File: config.mk
export PLATFORM = sky130hd
export DESIGN_NAME = fifo_in_arb_ctrl
export DESIGN_NICKNAME = d
export VERILOG_FILES = /design/src/rtl/fifo_in_arb_ctrl.sv
export SDC_FILE = /design/constraint.sdc
export NUM_CORES = 1
export LEC_CHECK = 0
export BUFFER_PORTS_ARGS = -buffer_cell sky130_fd_sc_hd__buf_4
export CAP_MARGIN = 10
export CORE_UTILIZATION = 45
export CTS_CLUSTER_DIAMETER = 50
export CTS_CLUSTER_SIZE = 24
export DETAILED_ROUTE_END_ITERATION = 12
export PLACE_DENSITY = 0.8
export SLEW_MARGIN = 15
export SYNTH_ARGS = -nofsm -noshare
export SYNTH_HDL_FRONTEND = slang
export SYNTH_SLANG_ARGS = --single-unit
export TNS_END_PERCENT = 30
File: constraint.sdc
create_clock -name clk -period 3.75 [get_ports clk]
set_input_delay 0.75 -clock clk [delete_from_list [all_inputs] [get_ports clk]]
set_output_delay 0.75 -clock clk [all_outputs]
set_load 0.005 [all_outputs]
File: src/rtl/fifo_in_arb_ctrl.sv
// Write-port arbiter, read sequencer and shadow occupancy counter for the input FIFO.
// Optional saturating error counters are enabled with the FIFO_ARB_ERRCNT_EN macro.
module fifo_in_arb_ctrl #(
   parameter int unsigned DATA_W = 32,
   parameter int unsigned DEPTH  = 8,
   parameter int unsigned CNT_W  = 4
) (
   input  logic              clk,
   input  logic              reset_n,
   input  logic [1:0]        wr_req,
   input  logic [DATA_W-1:0] wr_data0,
   input  logic [DATA_W-1:0] wr_data1,
   input  logic              rd_req,
   output logic [1:0]        wr_gnt,
   output logic              rd_gnt,
   output logic [2:0]        state,
   output logic [DATA_W-1:0] fifo_din,
   output logic [CNT_W-1:0]  occ,
   output logic              wr_err,
   output logic              rd_err
`ifdef FIFO_ARB_ERRCNT_EN
   ,
   output logic [7:0]        wr_err_cnt,
   output logic [7:0]        rd_err_cnt
`endif
);

   typedef enum logic [2:0] {
      IDLE     = 3'b000,
      WRITE    = 3'b001,
      READ     = 3'b010,
      WR_ERROR = 3'b011,
      RD_ERROR = 3'b100
   } op_t;

   localparam logic [CNT_W-1:0] FULL = CNT_W'(DEPTH);

   op_t  op_q, op_d;
   logic prio_rd;
   logic rr_last;
   logic sel;
   logic contested;
   logic any_wr;

   assign state  = op_q;
   assign any_wr = |wr_req;

   always_comb begin
      op_d      = IDLE;
      sel       = wr_req[1];
      contested = 1'b0;
      wr_gnt    = '0;
      rd_gnt    = 1'b0;
      // Round-robin only matters when both sources request.
      if (wr_req == 2'b11) sel = ~rr_last;
      if (any_wr && rd_req) begin
         contested = 1'b1;
         if (occ == '0)        op_d = WRITE;
         else if (occ == FULL) op_d = READ;
         else                  op_d = prio_rd ? READ : WRITE;
      end else if (any_wr) begin
         op_d = (occ != FULL) ? WRITE : WR_ERROR;
      end else if (rd_req) begin
         op_d = (occ != '0) ? READ : RD_ERROR;
      end
      if (op_d == WRITE) wr_gnt = sel ? 2'b10 : 2'b01;
      rd_gnt = (op_d == READ);
   end

   always_ff @(posedge clk or negedge reset_n) begin
      if (!reset_n) begin
         op_q     <= IDLE;
         occ      <= '0;
         fifo_din <= '0;
         wr_err   <= 1'b0;
         rd_err   <= 1'b0;
         prio_rd  <= 1'b0;
         rr_last  <= 1'b1;
      end else begin
         op_q   <= op_d;
         wr_err <= (op_d == WR_ERROR);
         rd_err <= (op_d == RD_ERROR);
         if (contested) prio_rd <= ~prio_rd;
         case (op_d)
            WRITE: begin
               occ      <= occ + CNT_W'(1);
               fifo_din <= sel ? wr_data1 : wr_data0;
               rr_last  <= sel;
            end
            READ:    occ <= occ - CNT_W'(1);
            default: ;
         endcase
      end
   end

`ifdef FIFO_ARB_ERRCNT_EN
   always_ff @(posedge clk or negedge reset_n) begin
      if (!reset_n) begin
         wr_err_cnt <= '0;
         rd_err_cnt <= '0;
      end else begin
         if (op_d == WR_ERROR && wr_err_cnt != '1) wr_err_cnt <= wr_err_cnt + 8'd1;
         if (op_d == RD_ERROR && rd_err_cnt != '1) rd_err_cnt <= rd_err_cnt + 8'd1;
      end
   end
`endif

endmodule

==> results.toml, run 1 <==
[drt]
highest_layer = "met4"
drt_iter0_markers = 89
wl_um = 4650
routedWlPerCell_um = 13.1
drtAntennaViolNets = 0
dr_wl_met3_um = 292
vias = 1807
dr_wl_met2_um = 2340
viasPerCell = 5.10
drt-met1-wl_um = 1930
drc = 0
first_pass_iters = 4

[timing]
rsz0062_at_grt = "false"
slew_headroom_pct = 54.0
setup_violations = 0
final_hold_viol_count = 0
fmax_mhz = 381
finalCriticalPeriod_ns = 2.63
fin_tns_setup_ns = 0
final_max_slew_viol_count = 0
finalClockSkew_ns = 0.00478
whs_ns = 0.426
fin_crit_sh_pct = 70.1
worst_pin_slew_ns = 0.681

[clocking]
clkSlewWorstSetupHoldPaths_ns = 0.07
cts_sinks = 43
clkLatencyLatePin_ns = 0.29
h-tree-depth = 2
cts-root-buf = "clkbuf_8"
clockBufferDepth = 2
cts_setup_buffers = 0
numCtsBuffers = 5
cts_resized = 0
cts_hold_buf = 0
cts_tree = "built"

[setup_path]
cpLargestDelayFamily = "simple AND/OR/NAND/NOR gates"
worstPathCellList = "buf_4 -> nor2_1 -> o311a_1 -> buf_4"
rr_worst_depth = 5
r2r-start = "occ[1]"
setup.worst_path.end_class = "output pin"
worstPathArrival_ns = 1.88
crit_type = "in2out"
path_common_cell = "buf_4"
max_stage_delay_ns = 0.42
r2r_end = "occ[1]"
critPathLaunchType = "primary input"
critPathRequiredTime_ns = 3.00
worst-path-max-fanout = 7
critPathBufInv = 2
crit_slowest_cell = "nor2_1"
reg2reg_slack_ns = 1.32

[finish]
final_area_sq_mm = 0.00302
register_area_sq_mm = 0.00108
final_cell_mix = "buf_4, dfrtp_1, nor2_1"
n_antenna_cell = 0
area_delta_synth_final_pct = 48.3
layout-drive-gt1-share_pct = 42.4
final_nets = 371
multiInputGateArea_sq_um = 903
final_common_cell = "buf_4"
n_fill_cell = 354

[place]
gp_congestion = 0.797
io_buffers = 112
dp_hpwl_um = 3430
placed_area_sq_mm = 0.00292

[synth]
synth-seq-cells = 43
synth.net_count = 261
yosysTopAreaCellShare_pct = 51.7
synthFlopType = "dfrtp_1"
synth_cell_type_count = 30
yosys_warnings = 0
ys_seq_area_share_pct = 53.0
syn_area_per_cell_sq_um = 10.7
synth_cells = 191
synth_area_leader_cell = "dfrtp_1"
synth_area_sq_mm = 0.00203
synthArstFlopShare_pct = 100
synthTopCellsByArea = "dfrtp_1, mux2i_1, a21oi_1"
synth-edff-count = 0

[power]
power.density_mw_per_mm2 = 704
p_leak_nw = 1.48
ir_drop_mv = 0.605

[floorplanning]
die_y_um = 69.2
initial_core_util_pct = 46.7
die_x_um = 69.2
boundaryPins = 113
dieArea_sq_mm = 0.00479
rows = 24
placeableCoreArea_sq_mm = 0.00435

[grt]
grt_pass1_vias = 1817
grt_pass1_wl_um = 8040
grt_max_degree = 70
antenna_found_initial = 0
grt.total_usage_pct = 21.0
gr-total-overflow = 0

[min_path]
hold_path_class = "in2async"

[outcome]
status = "completed"

[job]
drv_cap = 0
worst max-delay path by stage:
| stage | depth (start not counted) | slack, ns | end | startpoint |
|---|---|---|---|---|
| floorplan | 4 | 1.30 | wr_gnt[1] | wr_req[1] |
| global placement | 4 | 1.18 | rd_gnt | wr_req[1] |
| detailed placement | 4 | 1.15 | rd_gnt | wr_req[1] |
| CTS | 4 | 1.13 | rd_gnt | wr_req[1] |
| global route | 4 | 0.98 | wr_gnt[1] | occ[0] |
| finish | 4 | 1.12 | rd_gnt | wr_req[1] |
layer usage:
layer | vias up | GRT usage (%)
met5 | - | 0
met4 | 0 | 8.16
met3 | 9 | 5.09
met2 | 65 | 36.8
met1 | 844 | 24.7
li1 | 889 | -
Yosys cell counts (2+ instances only):
master / instances
clkbuf_1: 4
and2_1: 2
a21oi_1: 33
nor3_1: 3
dfrtp_1: 42
nor4b_1: 2
buf_2: 7
nor2_1: 38
inv_1: 2
xnor2_1: 4
mux2i_1: 33
and3_1: 2
mux2_2: 2
metrics by stage:
stage | cells | setup slack [ns] | power (mW) | util, %
6_report | 354 | 1.12 | 2.12 | 69.3
5_1_grt | 354 | 0.981 | 2.29 | 69.3
4_1_cts | 354 | 1.13 | 2.15 | 69.3
3_5_place_dp | 346 | 1.15 | 1.83 | 67.0
3_3_place_gp | 346 | 1.18 | 1.79 | 67.0
2_1_floorplan | 191 | 1.30 | 1.33 | -
report_power, final:
group | switching (mW) | total (mW) | internal, mW
logic | 0.417 | 0.957 | 0.541
clock network | 0.146 | 0.314 | 0.168
registers | 0.163 | 0.853 | 0.689
total | 0.726 | 2.12 | 1.40
state kept, by name (all words and copies together) (netlist names):
register,cells
rr_last,1
prio_rd,1
wr_err,1
occ,4
fifo_din,32
state,3
rd_err,1
cell families (layout without fill, tap and decap cells):
kind of cell | count (synthesis) | in the layout | synth area share (%)
AO/OA/AOI/OAI | 42 | 42 | 12.5
flip-flops | 43 | 43 | 53.0
buffers and inverters | 14 | 125 | 3.20
XOR/XNOR | 4 | 4 | 1.72
adder cells (fa/ha/maj) | 1 | 1 | 0.615
multiplexers | 35 | 35 | 17.3
AND/OR/NAND/NOR | 52 | 52 | 11.7
worst register-to-register path: stages, from the launching register on:
cell      delay [ns]
dfrtp_1         0.48
or3_4           0.46
a311oi_4        0.34
buf_4           0.58
nor2_1          0.16
mux2_2          0.30
cell type report:
type	instances	share of cell area, %
sequential	43	35.7
multi-input combinational	134	29.9
timing repair buffer	115	28.6
clock buffer	8	3.32
tap	52	2.16
inverter	2	0.249
No activity file was read; power rests on OpenSTA's default activity.
==> inputs of run 2 (changes only) <==
--- a/config.mk
+++ b/config.mk
@@ -7,11 +7,11 @@
 export LEC_CHECK = 0
 export BUFFER_PORTS_ARGS = -buffer_cell sky130_fd_sc_hd__buf_4
 export CAP_MARGIN = 10
-export CORE_UTILIZATION = 45
+export CORE_UTILIZATION = 40
 export CTS_CLUSTER_DIAMETER = 50
 export CTS_CLUSTER_SIZE = 24
 export DETAILED_ROUTE_END_ITERATION = 12
-export PLACE_DENSITY = 0.8
+export PLACE_DENSITY = 0.75
 export SLEW_MARGIN = 15
 export SYNTH_ARGS = -nofsm -noshare
 export SYNTH_HDL_FRONTEND = slang
==> constraint.sdc (replaced) <==
create_clock -name clk -period 2.1 [get_ports clk]
set_input_delay 0.42 -clock clk [delete_from_list [all_inputs] [get_ports clk]]
set_output_delay 0.42 -clock clk [all_outputs]
set_load 0.005 [all_outputs]
==> run 2 against run 1 <==
Compared with the run above: the run now ends with negative setup slack left; clock power grew 56%; global-route usage shrank 3.2 points; worst hold slack got worse by 0.32 ns; total power grew 82%; sequential power rose by 75%; largest cell class unchanged.
==> results.toml, run 2 (synthesis results as in run 1) <==
[grt]
antenna_found_initial = 0
grt_pass1_vias = 1663
grt.total_usage_pct = 17.8
grt_max_degree = 47
grt_pass1_wl_um = 7290
gr-total-overflow = 0

[setup_path]
crit_slowest_cell = "dfrtp_2"
worstPathArrival_ns = 1.72
max_stage_delay_ns = 0.45
rr_worst_depth = 7
critPathLaunchType = "register"
cp_num_cells = 4
critPathRequiredTime_ns = 1.68
setup.worst_path.end_class = "output pin"
crit_type = "reg2out"
critPathBufInv = 1
cpLargestDelayFamily = "simple AND/OR/NAND/NOR gates"
worstPathCellList = "or3_4 -> a311oi_4 -> nor2b_2 -> buf_4"
worst-path-max-fanout = 7

[timing]
slew_headroom_pct = 65.0
fmax_mhz = 467
finalClockSkew_ns = 0.00428
setup_violations = 2
final_max_slew_viol_count = 0
final_hold_viol_count = 0
fin_crit_sh_pct = 102
worst_pin_slew_ns = 0.525
rsz0062_at_grt = "true"
finalCriticalPeriod_ns = 2.14
setup_slack_ns = -0.0412

[finish]
utilization_pct = 64.8
n_fill_cell = 419
area_delta_synth_final_pct = 53.4
final_nets = 380
largest_reg_flops = 32
largest_register = "fifo_din"
final_cell_mix = "buf_4, dfrtp_1, nor2_1"
n_antenna_cell = 0
layout-drive-gt1-share_pct = 45.0
final_common_cell = "buf_4"

[drt]
drc = 0
drt_iter0_markers = 55
viasPerCell = 4.77
drtAntennaViolNets = 0
wl_um = 4640
first_pass_iters = 6
vias = 1803
routedWlPerCell_um = 12.3

[floorplanning]
die_y_um = 73.3
die_x_um = 73.3
placeableCoreArea_sq_mm = 0.00482
dieArea_sq_mm = 0.00538
rows = 25
boundaryPins = 113
initial_core_util_pct = 42.2

[clocking]
clkSlewWorstSetupHoldPaths_ns = 0.08
clkLatencyLatePin_ns = 0.29
cts_tree = "built"
cts-root-buf = "clkbuf_8"
numCtsBuffers = 5
clockBufferDepth = 2
cts_sinks = 43
h-tree-depth = 2

[power]
power.density_mw_per_mm2 = 1240
p_leak_nw = 1.52
ir_drop_mv = 0.742

[outcome]
violations = "negative setup slack"
status = "finished with violations"

[place]
detailedPlace.worstSlack_ns = 0.122
dp_hpwl_um = 3550
io_buffers = 112
gp_congestion = 0.875

[job]
drv_cap = 0

[min_path]
hold_path_class = "in2async"
==> run 2: cell count changes in the layout (fill, tap and decap cells not counted), sizes merged <==
cell | before | now
clkinv | 0 | 1
clkbuf | 8 | 7
buf | 115 | 124
==> run 2: layer usage <==
layer / global-route usage (%) / vias to the layer above / wire (um)
met2: 31.0 / 77 / 2250
met1: 20.8 / 809 / 1920
met4: 5.77 / 0 / 48
met3: 5.76 / 7 / 420
met5: 0 / - / 0
li1: - / 910 / -
==> run 2: layout make-up <==
type | instances | area [sq um] | share of cell area, %
clock buffers | 7 | 76.3 | 2.45
clock inverters | 1 | 5.00 | 0.160
inverters | 2 | 7.51 | 0.241
multi-input cells | 134 | 912 | 29.2
flip-flops and latches | 43 | 1080 | 34.6
well taps | 67 | 83.8 | 2.69
repair buffers | 124 | 956 | 30.6
==> run 2: path summary, 6_finish.rpt <==
path	slack [ns]	start	endpoint
max in group asynchronous	1.61	reset_n	occ[0]
min reg2reg	0.53	fifo_din[16]	fifo_din[16]
min in group clk	0.38	rd_req	state[0]
max reg2reg	0.05	occ[0]	occ[2]
min	0.11	reset_n	fifo_din[15]
max	-0.04	occ[0]	wr_gnt[0]
==> run 2: where the power goes <==
part	switching [mW]	internal [mW]
sequential	0.255	1.24
clock	0.257	0.233
combinational	0.808	1.09
==> run 2: repair_timing <==
action | in CTS | in global routing
pin swaps | 1 | 0
buffers inserted | 2 | 0
cloned | 0 | 0
resized for setup | 2 | 2
hold buffers | 0 | 0
endpoints found under the setup margin | 2 | 5
==> run 2: metrics by stage <==
step                      std cells  total power [mW]  hold slack (ns)  area [sq um]  TNS, ns
final                           378              3.87            0.107          3120  -0.0476
after global routing            378              4.19            0.150          3120   -0.392
after CTS                       378              3.93            0.124          3120   -0.101
after detailed placement        368              3.39            0.443          3010        0
after global placement          368              3.33            0.440          3010        0
after floorplan                 191              2.38            0.124          2030        0
==> inputs of run 3 (changes only) <==
--- a/config.mk
+++ b/config.mk
@@ -5,13 +5,13 @@
 export SDC_FILE = /design/constraint.sdc
 export NUM_CORES = 1
 export LEC_CHECK = 0
-export BUFFER_PORTS_ARGS = -buffer_cell sky130_fd_sc_hd__buf_4
-export CAP_MARGIN = 10
-export CORE_UTILIZATION = 40
+export CAP_MARGIN = 20
+export CORE_UTILIZATION = 45
 export CTS_CLUSTER_DIAMETER = 50
 export CTS_CLUSTER_SIZE = 24
 export DETAILED_ROUTE_END_ITERATION = 12
-export PLACE_DENSITY = 0.75
+export DONT_BUFFER_PORTS = 1
+export PLACE_DENSITY = 0.61
 export SLEW_MARGIN = 15
 export SYNTH_ARGS = -nofsm -noshare
 export SYNTH_HDL_FRONTEND = slang
==> run 3 against run 2 <==
Compared with the run above: die area decreased by 11%; the run now ends clean; setup slack improved by 0.048 ns; largest power group is now sequential cells; final cell count fell by 33%; final area shrank 26%; critical endpoint unchanged; first-iteration DRC count fell by 3.6%.
==> results.toml, run 3 (synthesis results as in run 1) <==
[drt]
drt_iter0_markers = 53
drc = 0
drtAntennaViolNets = 0
viasPerCell = 5.69
first_pass_iters = 4
routedWlPerCell_um = 16.6
vias = 1445
wl_um = 4220

[timing]
setup_slack_ns = 0.00651
worst_pin_slew_ns = 0.311
slew_headroom_pct = 79.2
rsz0062_at_grt = "true"
finalCriticalPeriod_ns = 2.09
finalClockSkew_ns = 0.00475
fin_crit_sh_pct = 99.7
setup_violations = 0
whs_ns = 0.233
fmax_mhz = 478
final_hold_viol_count = 0
final_max_slew_viol_count = 0

[setup_path]
rr_worst_depth = 5
worstPathArrival_ns = 1.67
worst-path-max-fanout = 5
r2r-start = "occ[0]"
critPathRequiredTime_ns = 1.68
crit_type = "reg2out"
critPathLaunchType = "register"
reg2reg_slack_ns = 0.12
setup.worst_path.end_class = "output pin"
r2r_end = "occ[1]"

[finish]
final_cell_mix = "dfrtp_1, nor2_1, a21oi_1, mux2i_1, buf_4"
final_nets = 271
n_fill_cell = 355
register_area_sq_mm = 0.00108
n_antenna_cell = 0
largest_reg_flops = 32
multiInputGateArea_sq_um = 943
final_common_cell = "dfrtp_1"
area_delta_synth_final_pct = 13.9
layout-drive-gt1-share_pct = 17.3
final_area_sq_mm = 0.00232
largest_register = "fifo_din"

[clocking]
cts_sinks = 43
cts_tree = "built"
cts-root-buf = "clkbuf_8"
numCtsBuffers = 5
clkSlewWorstSetupHoldPaths_ns = 0.08
h-tree-depth = 2
clockBufferDepth = 2
clkLatencyLatePin_ns = 0.29

[floorplanning]
die_y_um = 69.2
rows = 24
die_x_um = 69.2
boundaryPins = 113
initial_core_util_pct = 46.7
placeableCoreArea_sq_mm = 0.00435
dieArea_sq_mm = 0.00479

[power]
ir_drop_mv = 0.702
fin_total_pwr_mw = 3.30
p_leak_nw = 1.00
power.density_mw_per_mm2 = 1430

[grt]
gr-total-overflow = 0
grt_pass1_vias = 1542
grt_max_degree = 44
antenna_found_initial = 0
grt_pass1_wl_um = 7000
grt.total_usage_pct = 18.6

[job]
drv_cap = 0

[place]
gp_congestion = 0.749
io_buffers = 0
placed_area_sq_mm = 0.00215
detailedPlace.worstSlack_ns = 0.00686
dp_hpwl_um = 3100

[min_path]
worstHoldStart = "rd_req"
holdPathEnd = "state[0]"
hold_path_class = "in2reg"
holdPathStages = 1

[outcome]
status = "completed"
==> run 3: metrics by stage <==
step	cells	util, %	TNS, ns
after floorplan	191	-	0
after detailed placement	242	49.3	0
after CTS	254	52.4	0
after global placement	242	49.3	0
final	254	53.2	0
after global routing	254	53.2	-0.0895
==> run 3: area by class of cell <==
| class | count | share of cell area [%] |
|---|---|---|
| Clock buffer | 7 | 3.29 |
| Clock inverter | 1 | 0.216 |
| Inverter | 2 | 0.324 |
| Multi-Input combinational cell | 134 | 40.7 |
| Sequential cell | 43 | 46.6 |
| Tap cell | 52 | 2.81 |
| Timing Repair Buffer | 15 | 6.05 |
==> run 3: worst max-delay path, cell delays in order (launching register included) <==
cell	delay, ns
dfrtp_2	0.45
or3_4	0.41
a311oi_4	0.30
nor2b_2	0.22
==> run 3: how the worst max path moves through the flow <==
stage | start | end | slack [ns] | cells after the start
5_1_grt | occ[0] | wr_gnt[0] | -0.06 | 3
4_1_cts | occ[0] | wr_gnt[0] | 0.003 | 3
3_3_place_gp | occ[1] | wr_gnt[0] | 0.12 | 3
3_5_place_dp | occ[0] | occ[2] | 0.007 | 8
6_report | occ[0] | wr_gnt[0] | 0.007 | 3
2_1_floorplan | occ[1] | occ[1] | 0.05 | 6
==> run 3: repair_timing <==
item	in CTS	in global routing
setup buffers	2	0
hold endpoints to repair	43	0
setup endpoints to repair	3	4
gates cloned	0	0
resized for setup	3	6
hold buffers	2	0
pin swaps	2	0
==> run 3: power by group <==
part | total, mW | internal [mW] | switching, mW | leakage [nW]
clock | 0.490 | 0.233 | 0.256 | 0.0422
sequential | 1.58 | 1.24 | 0.342 | 0.490
combinational | 1.23 | 0.593 | 0.640 | 0.472
total | 3.30 | 2.06 | 1.24 | 1.00
==> run 3: routing by layer <==
layer  GRT usage, %  share of wire, %  vias to the layer above
li1               -                 -                      687
met1           20.9                39                      680
met2           32.5                53                       72
met3           5.38               7.0                        6
met4           8.16               1.3                        0
met5              0                 0                        -
